### src/rtl/dmem_responder.sv
// Block data-memory responder: serves one DATA_W block per request after a fixed
// LATENCY, stalling the cache initiator with WAIT while the access is in flight.
module dmem_responder #(
    parameter int unsigned ADDR_W  = 7,
    parameter int unsigned DATA_W  = 16,
    parameter int unsigned DEPTH   = 128,
    parameter int unsigned LATENCY = 98
) (
    input  logic              clk,
    input  logic              reset,
    input  logic              read,
    input  logic              write,
    input  logic [ADDR_W-1:0] address,
    input  logic [DATA_W-1:0] write_data,
    output logic [DATA_W-1:0] read_data,
    output logic              WAIT,
    output logic              err
);

    localparam int unsigned CNT_W = $clog2(LATENCY + 1);
    // Request cycle in IDLE plus BUSY cycles counting down to zero totals LATENCY.
    localparam logic [CNT_W-1:0] CNT_INIT = (LATENCY > 1) ? CNT_W'(LATENCY - 2) : '0;

    typedef enum logic [1:0] {
        StIdle,
        StBusy,
        StDone
    } state_e;

    state_e            state_q, state_d;
    logic [CNT_W-1:0]  cnt_q, cnt_d;
    logic              op_write_q, op_write_d;
    logic [ADDR_W-1:0] addr_q, addr_d;
    logic [DATA_W-1:0] wdata_q, wdata_d;
    logic [DATA_W-1:0] read_data_q;
    logic [DATA_W-1:0] mem [DEPTH];

    logic              req;
    logic              illegal;
    logic              acc_en;
    logic              acc_write;
    logic [ADDR_W-1:0] acc_addr;
    logic [DATA_W-1:0] acc_wdata;

    assign req       = read ^ write;
    assign illegal   = read & write;
    assign read_data = read_data_q;

    always_comb begin
        state_d    = state_q;
        cnt_d      = cnt_q;
        op_write_d = op_write_q;
        addr_d     = addr_q;
        wdata_d    = wdata_q;
        acc_en     = 1'b0;
        acc_write  = op_write_q;
        acc_addr   = addr_q;
        acc_wdata  = wdata_q;
        WAIT       = 1'b0;
        err        = 1'b0;

        unique case (state_q)
            StIdle: begin
                if (req) begin
                    WAIT       = 1'b1;
                    op_write_d = write;
                    addr_d     = address;
                    wdata_d    = write_data;
                    if (LATENCY > 1) begin
                        cnt_d   = CNT_INIT;
                        state_d = StBusy;
                    end else begin
                        // Single-cycle latency: access straight from the live inputs.
                        acc_en    = 1'b1;
                        acc_write = write;
                        acc_addr  = address;
                        acc_wdata = write_data;
                        state_d   = StDone;
                    end
                end else if (illegal) begin
                    err = 1'b1;
                end
            end
            StBusy: begin
                WAIT = 1'b1;
                if (cnt_q != '0) begin
                    cnt_d = cnt_q - 1'b1;
                end else begin
                    acc_en  = 1'b1;
                    state_d = StDone;
                end
            end
            StDone: begin
                state_d = StIdle;
            end
            default: begin
                state_d = StIdle;
            end
        endcase

        if (reset) begin
            WAIT = 1'b0;
            err  = 1'b0;
        end
    end

    always_ff @(posedge clk) begin
        if (reset) begin
            state_q     <= StIdle;
            cnt_q       <= '0;
            op_write_q  <= 1'b0;
            addr_q      <= '0;
            wdata_q     <= '0;
            read_data_q <= '0;
            for (int i = 0; i < DEPTH; i++) begin
                mem[i] <= '0;
            end
        end else begin
            state_q    <= state_d;
            cnt_q      <= cnt_d;
            op_write_q <= op_write_d;
            addr_q     <= addr_d;
            wdata_q    <= wdata_d;
            if (acc_en) begin
                if (acc_write) begin
                    mem[acc_addr] <= acc_wdata;
                end else begin
                    read_data_q <= mem[acc_addr];
                end
            end
        end
    end

endmodule

### config.mk
export PLATFORM = sky130hd
export DESIGN_NAME = dmem_responder
export DESIGN_NICKNAME = d
export VERILOG_FILES = /design/src/rtl/dmem_responder.sv
export SDC_FILE = /design/constraint.sdc
export NUM_CORES = 2
export LEC_CHECK = 0
export CORE_MARGIN = 10
export CORE_UTILIZATION = 55
export CTS_BUF_LIST = sky130_fd_sc_hd__clkbuf_8 sky130_fd_sc_hd__clkbuf_16
export DETAILED_ROUTE_END_ITERATION = 8
export PLACE_DENSITY = 0.73
export SLEW_MARGIN = 20
export SYNTH_ARGS = -nofsm -noshare
export SYNTH_HDL_FRONTEND = slang
export SYNTH_SLANG_ARGS = --single-unit
### constraint.sdc
create_clock -name clk -period 3 [get_ports clk]
set_input_delay 0.6 -clock clk [delete_from_list [all_inputs] [get_ports clk]]
set_output_delay 0.6 -clock clk [all_outputs]
set_load 0.01 [all_outputs]
Word level (Yosys, flattened, before mapping)
Memories as Yosys holds them, arrays and structs flattened. A register that Yosys moved wholly into a read port is not among the register bits.
Cells that the tools add are included.
W data, S select, Z words.
Cells by class
  bitwise logic cells: 3
  equality and inequality tests: 4
  mux-type cells: 24
  reduce and logical (&&, ||, !) cells: 8
  $add $sub $neg: 1
Operators with widths (number)
  $mux W7: 3
  $mux W16: 1
  $reduce_or A16 Y1: 1
  $mux W1: 15
  $pmux W7 S2: 1
  $reduce_bool A7 Y1: 1
  $sub A7 B1 Y7 const B: 1
  $ne A2 B2 Y1 const B: 3
  $reduce_and A2 Y1: 3
  $mux W2: 2
  $pmux W2 S2: 1
  $reduce_and A3 Y1: 1
  $eq A2 B1 Y1 const B: 1
  $logic_not A2 Y1: 1
  $pmux W1 S2: 1
  $reduce_bool A2 Y1: 1
  $and A1 B1 Y1: 1
  $not A1 Y1: 1
  $xor A1 B1 Y1: 1
Storage, ports and cells
  output and inout port bits: 18
  memories kept: 1
  bits in registers: 33
  bits in writable memories: 2048
  input bits: 27
Memory list
  mem: words 128, width 16, read ports 1, clocked after Yosys merged registers in 1, write ports 128, line 36  | logic [DATA_W-1:0] mem [DEPTH];

Depth between registers and ports, before layout
  word-level depth: 8
  gate-level depth with buffers: 12
  depth with buffers taken out: 8

Worst setup path after synthesis
No wires, ideal clock.
  kind: register -> register
  start point: reg cnt_q[2]
  end point: mem mem[53][0] (enable)
  setup slack: -0.266 ns
  library setup time: 0.411 ns
  arrival time: 2.855 ns
  path buffers: 2
  data required time: 2.589 ns
  stages on the path, launching flop included: 8
  cells stage by stage: dfxtp_1 > nor4_1 > and3b_1 > and4_4 > nand3_2 > buf_2 > clkbuf_1 > o21ai_0
RTL lines
  start: declaration: line 31  | logic [CNT_W-1:0] cnt_q, cnt_d;
  start signal: assignment: line 120  | cnt_q <= cnt_d;
  end: declaration: line 36

==> results.py <==
metrics = {
    "outcome": {
        "status": "complete, but fails checks",
        "violations": "setup timing",
    },
    "clocking": {
        "cts_tree": "built",
        "clock-sinks": 2097,
        "htreeDepth": 4,
        "ctsHoldBuffers": 0,
        "cts.clk_slew.worst_paths_ns": 0.06,
        "cts_max_path_buffers": 3,
        "clock_latency_ns": 0.87,
        "cts_made_buffers": 208,
        "root_buffer": "clkbuf_16",
    },
    "worst_hold_path": {
        "timing.hold.worst_path_depth": 3,
        "hold_class": "in -> reg",
    },
    "placed_design": {
        "io_buffers": 44,
        "hpwl_um": 189600,
        "gp_congestion": 0.9408,
        "dpl.cell_count": 9277,
        "pre_cts_ws_ns": -0.3015,
    },
    "synth": {
        "syn_area_per_cell_um2": 14.05,
        "syn_nets": 6842,
        "async_flop_share_pct": 0,
        "netlist_instances": 6812,
        "yosys.area.top_type": "edfxtp_1",
        "synth-edff-count": 2048,
        "yosys.area.top_type_share_pct": 64.25,
        "yosys-top-cells-area": "edfxtp_1, and2_1, mux4_2",
        "synth_seq_area_share_pct": 65.27,
        "yosysWarnings": 0,
        "yosysUniqueCellTypes": 72,
        "netlist_area_um2": 95720,
        "synthFlopType": "edfxtp_1",
        "synth.ff_latch_count": 2097,
    },
    "finish": {
        "final_common_cell": "and2_1",
        "nNetsFinal": 7195,
        "multi_input_area_um2": 30550,
        "layout_common_cells": "and2_1, edfxtp_1, buf_4, mux4_2, a221oi_1",
        "drive_gt1_share_pct": 21.79,
        "utilization_pct": 64.05,
        "regArea_um2": 62550,
        "fillCellCount": 12220,
        "layoutNonFillerInstCount": 9668,
        "area_delta_synth_final_pct": 16.05,
    },
    "routing": {
        "route.vias.total": 62200,
        "drtPass1Iterations": 6,
        "drc": 0,
        "viasPerCell": 6.434,
        "initialDrtViolationCount": 9239,
        "drt-total-wl_um": 292000,
        "route.antenna.remaining_nets": 0,
        "wl_per_cell_um": 30.21,
    },
    "timing": {
        "rsz0062_at_grt": "true",
        "finalHoldViolCount": 0,
        "max_clock_freq_mhz": 321.9,
        "worstMarginPinSlew_ns": 1.046,
        "layout_min_cycle_time_ns": 3.107,
        "slew_headroom_pct": 30.25,
        "finalSetupViolCount": 5,
        "slew_violations": 0,
        "fin_skew_ns": 0.06861,
        "setup_ws_ns": -0.1067,
        "period_share_pct": 103.6,
        "setup_tns_ns": -0.2315,
    },
    "die": {
        "die_w_um": 437.2,
        "dieArea_um2": 191100,
        "io_pins": 45,
        "std_cell_rows": 153,
        "die_h_um": 437.2,
        "core_area_um2": 173400,
        "start_util_pct": 55.19,
    },
    "global_route": {
        "grt_first_pass_wirelength_um": 424700,
        "grt_usage_pct": 30.02,
        "overflow": 0,
        "grt_max_degree": 130,
        "antenna_found_initial": 10,
        "grt_pass1_vias": 61200,
    },
    "setup_path": {
        "r2r_slack_ns": -0.11,
        "path_class": "reg -> reg",
        "reg2reg_from": "addr_q[2]",
        "cp-endpoint": "read_data[2]",
        "r2r_end": "read_data[2]",
        "r2r_cells": 10,
        "critPathArrivalTime_ns": 3.91,
        "critical_path_required_ns": 3.81,
        "start_kind": "register",
        "startpoint": "addr_q[2]",
        "path_max_fanout": 7,
        "cp-end-kind": "register",
    },
    "run": {
        "cap_violations": 0,
    },
    "pwr": {
        "pwr_density_cell_nw_per_um2": 642.7,
        "leakagePower_nw": 40.19,
        "ir_drop_mv": 0.7187,
        "finalPower_mw": 71.40,
    },
}
[registers in the layout, indices dropped and copies added (netlist names)]
| register | cells |
|---|---|
| mem | 2048 |
| state_q | 2 |
| addr_q | 7 |
| cnt_q | 7 |
| op_write_q | 1 |
| wdata_q | 16 |
| read_data | 16 |
[per-layer routing]
metal	global-route usage (%)	part of all wire, %
met1	40.21	36
met2	46.44	46
met3	7.127	12
met4	14.25	5.5
met5	0	0.018
[synth_stat cells (all sizes together) (4+ instances only)]
cell,instances
a2111oi,28
a211o,4
a211oi,29
a21oi,146
a221o,34
a221oi,216
a22o,32
a22oi,75
a311oi,8
a31oi,22
a32oi,12
and2,2058
buf,208
clkbuf,465
dfxtp,49
edfxtp,2048
inv,8
mux2,69
mux2i,114
mux4,274
nand2,197
nand2b,5
nand3,21
nand4,6
nor2,280
nor2b,10
nor3,31
nor4,17
o211ai,20
o21ai,249
o221ai,11
o22ai,13
o311a,5
xor2,4
[cell type report]
| cell class | instances | area share, % |
|---|---|---|
| timing repair buffer | 816 | 7.303 |
| inverter | 9 | 0.03830 |
| tap | 2325 | 2.619 |
| clock inverter | 171 | 1.480 |
| antenna | 6 | 0.01352 |
| clock buffer | 211 | 4.733 |
| multi-input combinational | 4033 | 27.50 |
| sequential | 2097 | 56.31 |
[stage by stage]
stage / hold slack [ns] / area, µm²
6_report: 0.2061 / 111100
3_3_place_gp: 0.5007 / 103800
3_5_place_dp: 0.5131 / 103800
5_1_grt: 0.2118 / 111100
2_1_floorplan: 0.4716 / 95720
4_1_cts: 0.1672 / 110800
[worst max-delay path: stages, from the launching register on]
cell	delay (ns)
dfxtp_4	0.45
buf_12	0.16
nor2b_4	0.24
buf_4	0.23
buf_4	0.17
a221oi_1	0.09
a221oi_1	0.53
o22ai_1	0.20
nor4_1	0.53
buf_4	0.29
o41a_1	0.15
[what timing repair did]
| action | 4_1_cts | 5_1_grt |
|---|---|---|
| endpoints found under the hold margin | 0 | 0 |
| setup buffers | 0 | 3 |
| endpoints found under the setup margin | 10 | 185 |
| resized for setup | 22 | 41 |
| pin swaps | 0 | 0 |
[how the worst min path moves through the flow]
stage	endpoint	slack (ns)	start
after floorplan	op_write_q	0.47	op_write_q
after global placement	op_write_q	0.50	op_write_q
after CTS	wdata_q[5]	0.17	reset
after detailed placement	op_write_q	0.51	op_write_q
final	wdata_q[5]	0.21	reset
after global routing	wdata_q[5]	0.21	reset
[kinds of logic (layout without fill, tap and decap cells)]
kind of cell               count (synthesis)  count (layout)  synth area share [%]
other                                      0               6                     0
and+or+nand+nor                         2642            2642                 16.26
adders and majority gates                  3               3               0.03922
DFF                                     2097            2097                 65.27
xor gates and xnor gates                   5               5               0.04575
muxes                                    457             457                 8.458
buffers and inverters                    682            1207                 3.193
AOI/OAI and AO/OA                        926             926                 6.729
[report_power, final]
group | switching (mW) | total [mW] | internal, mW | leakage [nW]
combinational | 6.79 | 10.8 | 3.99 | 15.1
clock | 11.6 | 26.4 | 14.8 | 3.51
sequential | 1.05 | 34.2 | 33.1 | 21.6
Note: power is estimated with default switching activity, not from simulation.
